**src/rtl/cdc_event_tx_pkg.sv**
```systemverilog
// Shared types and sizing helpers for the HF_CLK-side event/snapshot crossing.
package cdc_event_tx_pkg;

    typedef enum logic {
        IDLE     = 1'b0,
        WAIT_ACK = 1'b1
    } snap_state_t;

    localparam int SYNC_DEPTH = 2;

    // Width of a down-counter that must hold MIN_GAP-1; never narrower than one bit.
    function automatic int gap_w(input int min_gap);
        return (min_gap > 2) ? $clog2(min_gap) : 1;
    endfunction

endpackage

```
**src/rtl/cdc_evt_chan.sv**
```systemverilog
// One event channel: pulse -> rate-limited level toggle, toggle visible one cycle after emit.
// No backpressure; pulses landing during the gap are held once as pending, further ones are counted and dropped.
module cdc_evt_chan
    import cdc_event_tx_pkg::*;
#(
    parameter int MIN_GAP = 4,
    parameter int CNT_W   = 8
) (
    input  logic             HF_CLK,
    input  logic             NRST,
    input  logic             evt_pulse,
    input  logic             coal_clr,
    output logic             evt_toggle,
    output logic [CNT_W-1:0] coal_cnt
);

    localparam int             GC_W     = gap_w(MIN_GAP);
    localparam logic [GC_W-1:0] GC_LOAD = GC_W'(MIN_GAP - 1);
    localparam logic [CNT_W-1:0] CNT_MAX = '1;

    logic [GC_W-1:0] gc;
    logic            pnd;
    logic            emit;
    logic            coalesce;

    assign emit     = (evt_pulse | pnd) && (gc == '0);
    // A pulse that finds an event already pending is lost, whether or not the pending one goes out now.
    assign coalesce = evt_pulse & pnd;

    always_ff @(posedge HF_CLK) begin
        if (!NRST) begin
            gc         <= '0;
            pnd        <= 1'b0;
            evt_toggle <= 1'b0;
            coal_cnt   <= '0;
        end else begin
            if (emit) begin
                evt_toggle <= ~evt_toggle;
                gc         <= GC_LOAD;
                pnd        <= 1'b0;
            end else if (gc != '0) begin
                gc <= gc - GC_W'(1);
                if (evt_pulse) begin
                    pnd <= 1'b1;
                end
            end

            if (coal_clr) begin
                coal_cnt <= '0;
            end else if (coalesce && (coal_cnt != CNT_MAX)) begin
                coal_cnt <= coal_cnt + CNT_W'(1);
            end
        end
    end

endmodule

```
**src/rtl/cdc_event_tx.sv**
```systemverilog
// HF_CLK transmit side of the slow-domain crossing: event toggles plus a req/ack snapshot handshake.
// Outputs registered, 1-cycle latency; a snapshot request while busy is rejected (pulse), never queued.
module cdc_event_tx
    import cdc_event_tx_pkg::*;
#(
    parameter int N_EVT   = 2,
    parameter int MIN_GAP = 4,
    parameter int CNT_W   = 8,
    parameter int DATA_W  = 16
) (
    input  logic                   HF_CLK,
    input  logic                   NRST,
    input  logic [N_EVT-1:0]       EVT_PULSE,
    output logic [N_EVT-1:0]       EVT_TOGGLE,
    output logic [N_EVT*CNT_W-1:0] COAL_CNT,
    input  logic                   COAL_CLR,
    input  logic                   SNAP_REQ,
    input  logic [DATA_W-1:0]      SNAP_DATA,
    output logic [DATA_W-1:0]      SNAP_HOLD,
    output logic                   SNAP_REQ_TGL,
    input  logic                   SNAP_ACK_TGL,
    output logic                   SNAP_BUSY,
    output logic                   SNAP_DONE,
    output logic                   SNAP_REJECT
);

    for (genvar i = 0; i < N_EVT; i++) begin : g_chan
        cdc_evt_chan #(
            .MIN_GAP (MIN_GAP),
            .CNT_W   (CNT_W)
        ) u_chan (
            .HF_CLK     (HF_CLK),
            .NRST       (NRST),
            .evt_pulse  (EVT_PULSE[i]),
            .coal_clr   (COAL_CLR),
            .evt_toggle (EVT_TOGGLE[i]),
            .coal_cnt   (COAL_CNT[i*CNT_W +: CNT_W])
        );
    end

    logic [SYNC_DEPTH-1:0] ack_sync;
    logic                  ack_s;

    always_ff @(posedge HF_CLK) begin
        if (!NRST) begin
            ack_sync <= '0;
        end else begin
            ack_sync <= {ack_sync[SYNC_DEPTH-2:0], SNAP_ACK_TGL};
        end
    end

    assign ack_s = ack_sync[SYNC_DEPTH-1];

    snap_state_t       state;
    snap_state_t       state_nxt;
    logic              req_tgl_nxt;
    logic [DATA_W-1:0] hold_nxt;
    logic              done_nxt;
    logic              reject_nxt;

    always_ff @(posedge HF_CLK) begin
        if (!NRST) begin
            state        <= IDLE;
            SNAP_REQ_TGL <= 1'b0;
            SNAP_HOLD    <= '0;
            SNAP_DONE    <= 1'b0;
            SNAP_REJECT  <= 1'b0;
        end else begin
            state        <= state_nxt;
            SNAP_REQ_TGL <= req_tgl_nxt;
            SNAP_HOLD    <= hold_nxt;
            SNAP_DONE    <= done_nxt;
            SNAP_REJECT  <= reject_nxt;
        end
    end

    always_comb begin
        state_nxt   = state;
        req_tgl_nxt = SNAP_REQ_TGL;
        hold_nxt    = SNAP_HOLD;
        done_nxt    = 1'b0;
        reject_nxt  = 1'b0;
        case (state)
            IDLE: begin
                if (SNAP_REQ) begin
                    hold_nxt    = SNAP_DATA;
                    req_tgl_nxt = ~SNAP_REQ_TGL;
                    state_nxt   = WAIT_ACK;
                end
            end
            WAIT_ACK: begin
                // The completion cycle is still busy, so a request there is rejected too.
                if (SNAP_REQ) begin
                    reject_nxt = 1'b1;
                end
                if (ack_s == SNAP_REQ_TGL) begin
                    state_nxt = IDLE;
                    done_nxt  = 1'b1;
                end
            end
            default: state_nxt = IDLE;
        endcase
    end

    assign SNAP_BUSY = (state == WAIT_ACK);

endmodule

```
**config.mk**
```make
export PLATFORM = sky130hd
export DESIGN_NAME = cdc_event_tx
export DESIGN_NICKNAME = d
export VERILOG_FILES = /design/src/rtl/cdc_event_tx_pkg.sv /design/src/rtl/cdc_evt_chan.sv /design/src/rtl/cdc_event_tx.sv
export SDC_FILE = /design/constraint.sdc
export NUM_CORES = 1
export LEC_CHECK = 0
export ABC_CLOCK_PERIOD_IN_PS = 1100
export BUFFER_PORTS_ARGS = -buffer_cell sky130_fd_sc_hd__buf_2
export CAP_MARGIN = 20
export CORE_MARGIN = 2
export CORE_UTILIZATION = 25
export DETAILED_ROUTE_END_ITERATION = 16
export PLACE_DENSITY_LB_ADDON = 0.05
export SYNTH_ARGS = -nofsm -noshare
export SYNTH_HDL_FRONTEND = slang
export SYNTH_HIERARCHICAL = 1
export SYNTH_SLANG_ARGS = --single-unit
export TNS_END_PERCENT = 10
```
**constraint.sdc**
```tcl
create_clock -name HF_CLK -period 1.1 [get_ports HF_CLK]
set_input_delay 0.22 -clock HF_CLK [delete_from_list [all_inputs] [get_ports HF_CLK]]
set_output_delay 0.22 -clock HF_CLK [all_outputs]
set_load 0.01 [all_outputs]
```
==> results.json <==
{
  "outcome": "finished with violations",
  "violations": "setup timing",
  "max_freq_mhz": 832,
  "viasPerCell": 4.44,
  "routed_wl_mm": 5.04,
  "fin_util_pct": 37.9,
  "finalHoldWorstSlack_ns": 0.118,
  "clkLatencyLatePin_ns": 0.30,
  "r2r_start": "g_chan[0].u_chan/gc[1]$_SDFFE_PN0P_",
  "hp-start": "SNAP_ACK_TGL",
  "path_buf_inv": 1,
  "crit_arrival_ns": 1.41,
  "synth-async-reset-ratio_pct": 0,
  "tns_ns": -0.583,
  "holdBufCountCts": 0,
  "dp_slack_ns": -0.111,
  "hold_violations": 0,
  "port_buffers": 60,
  "dp_hpwl_mm": 3.68,
  "grt_overflow": 0,
  "cap_violations": 0,
  "fp.coreArea_mm2": 0.00818,
  "synth-seq-cells": 46,
  "critPathMaxStageDelay_ns": 0.38,
  "placed_area_mm2": 0.00278,
  "cts_tree": "done",
  "crit_start": "g_chan[0].u_chan/gc[1]$_SDFFE_PN0P_",
  "row_count": 33,
  "synthesis.area_mm2": 0.00210,
  "min_path_type": "input pin to flip-flop",
  "gp_congestion": 0.716,
  "relSlewSlack_pct": 85.3,
  "track_usage_pct": 11.8,
  "end_kind": "flip-flop",
  "ir_drop_mv": 0.523,
  "synth-main-ff-cell": "dfxtp_1",
  "fin_ws_ns": -0.101,
  "antenna_found_initial": 0,
  "p_comb_share_pct": 19.6,
  "die_area_mm2": 0.00916,
  "setup_violations": 12,
  "worst_pin_slew_ns": 0.220,
  "wire_per_inst_um": 12.1,
  "numCtsBuffers": 5,
  "crit_required_ns": 1.31,
  "firstDrtPassIters": 4,
  "area_growth_pct": 47.5,
  "fin_nets": 336,
  "seq_power_share_pct": 48.3,
  "power_density_mw_per_mm2": 1260,
  "multiInputGateArea_mm2": 0.00120,
  "cts_num_sinks": 46,
  "grt_setup_unrepaired": "yes",
  "start_util_pct": 25.7,
  "antenna_cells": 0,
  "p_int_mw": 2.82,
  "leakage_nw": 1.34,
  "pin_count": 61,
  "most-common-layout-cells": "buf_2, nand2_1, buf_4",
  "grt_pass1_vias": 1815,
  "clock_tree.buffer_depth": 2,
  "grt_pass1_wl_mm": 8.56,
  "period_needed_ns": 1.20,
  "final_area_mm2": 0.00310,
  "finalCritPeriodShare_pct": 109,
  "grt_max_degree": 23,
  "nFillCells": 870,
  "ant_nets": 0,
  "regArea_um2": 963,
  "placedCellCount": 407,
  "seq_area_frac_synth_pct": 43.8,
  "p_sw_mw": 1.08,
  "clockRootBuffer": "clkbuf_8",
  "syn_nets": 244,
  "pwr-share-clk_pct": 32.1,
  "drive_gt1_share_pct": 57.4,
  "path_max_fanout": 3,
  "crit_family": "simple AND/OR/NAND/NOR gates",
  "cts.clk_slew.worst_paths_ns": 0.10,
  "total_power_mw": 3.90,
  "mostFrequentLayoutCell": "buf_2",
  "finClkSkew_ns": 0.00752,
  "yosys_warnings": 6,
  "worst-setup-path-type": "flip-flop to flip-flop",
  "htreeDepth": 2,
  "die_w_um": 95.7,
  "start_kind": "flip-flop",
  "cts_setup_buffers": 0,
  "path_cells": "inv_2, ha_4, or3b_4, o211a_1",
  "synth_edf_count": 0,
  "drv_slew": 0,
  "slowest_stage": "or3b_4",
  "avgSynthCellArea_um2": 9.69,
  "vias": 1841,
  "drt_iter0_drc": 28,
  "power.share.switching_pct": 27.7,
  "fp.dieH_um": 95.7,
  "netlist_instances": 217,
  "drc": 0,
  "final_cells": 415,
  "synth.distinct_cells": 37
}
flip-flops by register name, indices dropped and copies added (netlist names):
| register | flops |
|---|---|
| SNAP_REJECT | 1 |
| SNAP_HOLD | 16 |
| SNAP_BUSY | 1 |
| g_chan.u_chan/evt_toggle | 2 |
| g_chan.u_chan/pnd | 2 |
| g_chan.u_chan/gc | 4 |
| SNAP_DONE | 1 |
| ack_sync | 2 |
| SNAP_REQ_TGL | 1 |
| g_chan.u_chan/coal_cnt | 16 |
layout make-up:
cell class	count	area share [%]
well taps	105	4.24
multi-input cells	153	38.6
clock buffers	6	3.03
inverters	8	0.969
flip-flops and latches	46	31.1
clock inverters	2	0.565
repair buffers	95	21.5
final timing paths:
check                                   endpoint  cells past startpoint  slack, ns
max          g_chan[0].u_chan/gc[0]$_SDFFE_PN0P_                      4      -0.10
min                       ack_sync[0]$_SDFF_PN0_                      2       0.12
max reg2reg  g_chan[0].u_chan/gc[0]$_SDFFE_PN0P_                      4      -0.10
min reg2reg               ack_sync[1]$_SDFF_PN0_                      1       0.44
power groups by stage:
stage	Combinational [mW]	Clock [mW]	Sequential, mW
CTS	0.773	1.33	1.89
global route	0.874	1.37	1.90
global placement	0.748	0	1.91
floorplan	0.438	0	1.95
finish	0.765	1.25	1.88
detailed placement	0.758	0	1.92
synth_stat cells (3+ instances only):
library cell | instances | area, um2
nand2_1 | 36 | 135
ha_1 | 4 | 50.1
nand3_1 | 6 | 30.0
a31oi_1 | 4 | 25.0
clkbuf_1 | 4 | 15.0
and2_1 | 7 | 43.8
and3_1 | 6 | 37.5
xnor2_1 | 4 | 35.0
a21oi_1 | 3 | 15.0
mux2i_1 | 6 | 60.1
a21boi_1 | 6 | 45.0
dfxtp_1 | 46 | 921
o21ai_0 | 5 | 25.0
inv_1 | 8 | 30.0
nand2_2 | 10 | 62.6
buf_4 | 4 | 30.0
o211a_1 | 6 | 60.1
a21boi_2 | 10 | 113
nand2b_1 | 7 | 43.8
nor2b_1 | 3 | 18.8
cells by family (layout without fill, tap and decap cells):
group | count (synthesis) | after routing | synth area share (%)
compound gates | 48 | 48 | 20.7
xor+xnor | 4 | 4 | 1.67
fa+ha+maj | 4 | 4 | 2.38
buf+inv | 18 | 111 | 5.06
flops | 46 | 46 | 43.8
mux | 6 | 6 | 2.86
simple gates | 91 | 91 | 23.5
routing by layer:
layer	vias up	wire, um	track usage, %
met4	0	57	3.93
met1	856	2470	15.9
li1	946	-	-
met2	34	2300	18.7
met5	-	0	0
met3	5	216	2.58
timing repair:
| action | CTS | global route |
|---|---|---|
| pin swaps | 5 | 6 |
| hold endpoints to repair | 0 | 0 |
| gates resized for setup | 30 | 28 |
| setup endpoints to repair | 33 | 46 |
Note: power is estimated with default switching activity, not from simulation.
